### src/rtl/pc_sequencer.sv
// pc_sequencer: program-counter controller for the fetch path.
// Owns the PC register and picks increment, jump, branch, stall-hold or halt
// each cycle; reports fetch validity, state, a wrap pulse and a fetch count.
module pc_sequencer #(
   parameter int unsigned          PC_WIDTH  = 7,
   parameter logic [PC_WIDTH-1:0]  RESET_VEC = '0,
   parameter int unsigned          STEP      = 1,
   parameter int unsigned          CNT_WIDTH = 16
) (
   input  logic                 clk,
   input  logic                 rst,
   input  logic                 start,
   input  logic                 stall,
   input  logic                 branch_taken,
   input  logic [PC_WIDTH-1:0]  branch_target,
   input  logic                 jump,
   input  logic [PC_WIDTH-1:0]  jump_target,
   input  logic                 halt,
   output logic [PC_WIDTH-1:0]  pc_out,
   output logic [PC_WIDTH-1:0]  pc_next,
   output logic                 fetch_valid,
   output logic                 wrap,
   output logic [1:0]           state_out,
   output logic [CNT_WIDTH-1:0] fetch_count
);

   typedef enum logic [1:0] {
      S_IDLE   = 2'b00,
      S_RUN    = 2'b01,
      S_STALL  = 2'b10,
      S_HALTED = 2'b11
   } state_t;

   localparam logic [PC_WIDTH-1:0]  STEP_W  = PC_WIDTH'(STEP);
   localparam logic [CNT_WIDTH-1:0] CNT_ONE = CNT_WIDTH'(1);

   state_t              state, state_nx;
   logic [PC_WIDTH-1:0] pc, pc_nx;
   logic [PC_WIDTH:0]   inc_sum;
   logic                incr;

   // Extra top bit captures the carry-out that marks a wrap to zero.
   assign inc_sum = {1'b0, pc} + {1'b0, STEP_W};

   // Next-state / next-PC selection: halt > jump > branch > stall > increment.
   always_comb begin
      state_nx = state;
      pc_nx    = pc;
      incr     = 1'b0;
      case (state)
         S_IDLE: begin
            if (start) state_nx = S_RUN;
         end
         S_RUN, S_STALL: begin
            if (halt) begin
               state_nx = S_HALTED;
            end else if (jump) begin
               pc_nx    = jump_target;
               state_nx = S_RUN;
            end else if (branch_taken) begin
               pc_nx    = branch_target;
               state_nx = S_RUN;
            end else if (stall) begin
               state_nx = S_STALL;
            end else if (state == S_RUN) begin
               pc_nx    = inc_sum[PC_WIDTH-1:0];
               incr     = 1'b1;
               state_nx = S_RUN;
            end else begin
               // Release from stall re-fetches the held address.
               state_nx = S_RUN;
            end
         end
         S_HALTED: begin
            state_nx = S_HALTED;
         end
         default: begin
            state_nx = S_IDLE;
         end
      endcase
   end

   // Registered state, PC and status; fetch_valid and the count track the
   // state being entered so they line up with pc_out on the same cycle.
   always_ff @(posedge clk or posedge rst) begin
      if (rst) begin
         state       <= S_IDLE;
         pc          <= RESET_VEC;
         fetch_valid <= 1'b0;
         wrap        <= 1'b0;
         fetch_count <= '0;
      end else begin
         state       <= state_nx;
         pc          <= pc_nx;
         fetch_valid <= (state_nx == S_RUN);
         wrap        <= incr & inc_sum[PC_WIDTH];
         if ((state_nx == S_RUN) && (fetch_count != '1))
            fetch_count <= fetch_count + CNT_ONE;
      end
   end

   assign pc_out    = pc;
   assign pc_next   = pc_nx;
   assign state_out = state;

endmodule

### config.mk
export PLATFORM = sky130hd
export DESIGN_NAME = pc_sequencer
export DESIGN_NICKNAME = d
export VERILOG_FILES = /design/src/rtl/pc_sequencer.sv
export SDC_FILE = /design/constraint.sdc
export NUM_CORES = 1
export LEC_CHECK = 0
export BUFFER_PORTS_ARGS = -buffer_cell sky130_fd_sc_hd__buf_2
export CAP_MARGIN = 20
export CORE_UTILIZATION = 46
export CTS_BUF_LIST = sky130_fd_sc_hd__clkbuf_2 sky130_fd_sc_hd__clkbuf_4 sky130_fd_sc_hd__clkbuf_8
export DETAILED_ROUTE_END_ITERATION = 12
export GPL_TIMING_DRIVEN = 1
export PLACE_DENSITY = 0.86
export SLEW_MARGIN = 20
export SYNTH_ARGS = -nofsm -noshare
export SYNTH_HDL_FRONTEND = slang
export SYNTH_SLANG_ARGS = --single-unit
### constraint.sdc
create_clock -name clk -period 2.2 [get_ports clk]
set_clock_uncertainty 0.15 [all_clocks]
set_input_delay 0.11 -clock clk [delete_from_list [all_inputs] [get_ports clk]]
set_output_delay 0.11 -clock clk [all_outputs]
set_load 0.01 [all_outputs]
==> impl_metrics.ini <==
[run_status]
status = finished clean

[route]
antenna_left = 0
top_layer = met4
met3_length_um = 162
drcViolationCount = 0
routed_wl_um = 3821
via_count = 1450
avgViaCountPerCell = 5.370
drt_iter0_drc = 170
wl_met2_um = 2013
wl_met1_um = 1593
route.detailed.wl_per_inst_um = 14.15
first_pass_iters = 4

[critical_path]
ff2ff_path_depth = 7
max_stage_delay_ns = 0.42
cp.arrival_ns = 1.91
worst-path-buf-inv = 3
crit_start = state_out[1]
cp-end-kind = output port
r2r-start = state_out[0]
path_depth = 8
worstPathRequired_ns = 1.94
slowest_stage = dfrtp_1
cp_max_fo = 5
worst_setup_path_start_kind = flip-flop
crit_path_end = pc_next[5]
crit_family = flip-flops
ff2ff_setup_slack_ns = 0.06
critPathKind = flip-flop to output port
r2r-end = fetch_count[1]
path_cells = inv_2 -> ha_4 -> nor2b_4 -> nand4_1 -> buf_6 -> o311ai_2 -> a21oi_2 -> buf_2

[timing]
slew_headroom_pct = 75.62
slew_viol_final = 0
finalSetupTns_ns = 0
min_period_ns = 2.171
rsz0062_at_grt = yes
hold_viol_final = 0
max_freq_ghz = 0.4605
worst_pin_slew_ns = 0.3649
timing.final.crit_share_pct = 98.70
setup_viol = 0

[clocking]
numClockSinks = 27
clk_latency_ns = 0.32
clock_path_buffers = 2
cts_buffers = 3
clkSlewWorstSetupHoldPaths_ns = 0.14
cts_tree = yes
cts-htree-levels = 1
cts_root_buf = clkbuf_4

[floorplanning]
core_area_mm2 = 0.003078
design.die.area_mm2 = 0.003505
io_pins = 55
die_y_um = 59.20
start_util_pct = 48.90
fp.dieW_um = 59.20
rows = 20

[synthesis]
synth_area_leader_cell = dfrtp_1
synthTopCellsByArea = dfrtp_1 (45%), xnor2_1 (5.8%), ha_1 (4.2%)
mappedNetlistArea_mm2 = 0.001505
ys_top_cells_by_count = dfrtp_1 (27), nand2_1 (10), xnor2_1 (10), o21ai_0 (9), a21oi_1 (8)
synth.top_cell.area_share_pct = 44.89
ys.warnings.count = 0
synthCells = 147
syn_avg_cell_area_um2 = 10.24
synth_edf_count = 0
yosysSeqAreaShare_pct = 44.89
syn_nets = 173
synth-seq-cells = 27
synth_most_common_cell = dfrtp_1
ys_types = 37
ys.flop_type = dfrtp_1
async_flop_share_pct = 100.0

[power_and_ir_drop]
switching_share_pct = 42.76
p_int_uw = 1544
pwr-share-seq_pct = 31.1
power_per_cell_area_mw_per_mm2 = 1239
pwr-share-clk_pct = 7.8
pwr-share-comb_pct = 61.1
p_total_uw = 2698
vdd_drop_max_mv = 0.9811
p_leak_uw = 0.001047
p_sw_uw = 1154

[min_path]
min_path_type = input port to flip-flop

[placed_design]
dp_hpwl_um = 2439
numPlacedInstances = 245
gp_congestion = 0.8323
numPortBuffers = 54

[grt]
grt_pass1_wl_um = 5354
grt_pass1_vias = 1283
grt_max_degree = 28
grt-ovfl-total = 0
antenna_found_initial = 0
grt_use_total_pct = 20.24

[cells_and_area]
drive_above_1_share_pct = 46.90
layoutNonFillerInstCount = 270
syn2layout_area_growth_pct = 44.64
num-fill-cells = 237
diodes = 0
layout.nets = 253

[run]
drv_cap = 0
==> registers in the layout (all words and copies together), names as in the netlist <==
register and flops:
state_out 2, fetch_count 16, wrap 1, pc_out 7, fetch_valid 1
==> logic make-up (layout without fill, tap and decap cells) <==
kind of cell,after synthesis,count (layout),share of synthesized area [%]
simple gates,58,58,23.27
compound gates,31,32,14.96
flops,27,27,44.89
xor+xnor,15,15,8.728
buf+inv,10,88,3.242
fa+ha+maj,5,5,4.156
mux,1,1,0.7481
==> layout make-up <==
cell class	instances	area, um^2	share of cell area [%]
Timing Repair Buffer	77	465.4	21.38
Inverter	7	26.28	1.207
Clock inverter	1	5.005	0.2299
Clock buffer	3	22.52	1.034
Multi-Input combinational cell	111	925.9	42.53
Tap cell	44	55.05	2.529
Sequential cell	27	676.9	31.09
==> per-layer routing <==
metal  global-route usage, %  vias up
met5                       0        -
met4                   5.782        0
met3                   3.057        8
met2                   38.68       56
met1                   22.95      691
li1                        -      695
==> metrics by stage <==
stage	setup slack (ns)	area, um^2	util (%)	hold WS [ns]
final	0.02860	2177	70.73	0.07633
after global routing	-0.1055	2177	70.73	0.05964
after CTS	-0.07146	2001	65.00	0.002946
after detailed placement	-0.01157	1831	59.47	0.03122
after global placement	0.05613	1831	59.47	0.03168
after floorplan	0.05882	1505	-	0.01272
==> power by group through the flow <==
stage	clock network (uW)	logic (uW)	registers (uW)
3_5_place_dp	0	1190	838
2_1_floorplan	0	751	888
5_1_grt	243	1800	863
6_report	210	1650	840
3_3_place_gp	0	1160	834
4_1_cts	218	1370	823
==> tightest hold or removal path, stage by stage <==
cell and delay (ns):
buf_2 0.17, a221oi_2 0.09, o21ai_2 0.14
==> placed cells by master (no fill, tap or decap), types with 2 or more instances in the layout <==
cell	n
o211a_4	2
nor2_1	3
nor3_1	4
o21ai_1	4
a21oi_2	3
xor2_1	5
nor3_4	2
inv_1	6
nor2b_4	2
a21oi_1	5
nand2b_1	2
o21ai_0	4
buf_2	54
xnor2_1	10
or2b_1	2
nand2_1	10
and4_1	4
nor2_2	2
a221oi_2	2
ha_4	3
nand4_1	4
nand3_1	7
buf_6	2
dlygate4sd3_1	6
o21ai_2	2
o22ai_1	3
ha_1	2
nand4_2	3
nor3_2	2
and3_1	4
dfrtp_1	26
clkbuf_4	3
a21o_1	2
buf_4	15
==> timing repair <==
action                                  4_1_cts  5_1_grt
endpoints found under the setup margin        9       16
gates cloned                                  0        1
buffers inserted                              9        6
resized for setup                            11       26
hold buffers                                  5        1
pin swaps                                     3        7
hold endpoints to repair                     32        1
==> worst min-delay path by stage <==
stage	from	to	slack, ns	depth (start not counted)
floorplan	rst	fetch_count[0]	0.01	1
global placement	rst	fetch_valid	0.03	3
detailed placement	rst	pc_out[6]	0.03	3
CTS	branch_target[2]	pc_out[2]	0.003	3
global route	jump	pc_out[2]	0.06	3
finish	branch_taken	pc_out[2]	0.08	3
Power figures use the tool's default switching activity.
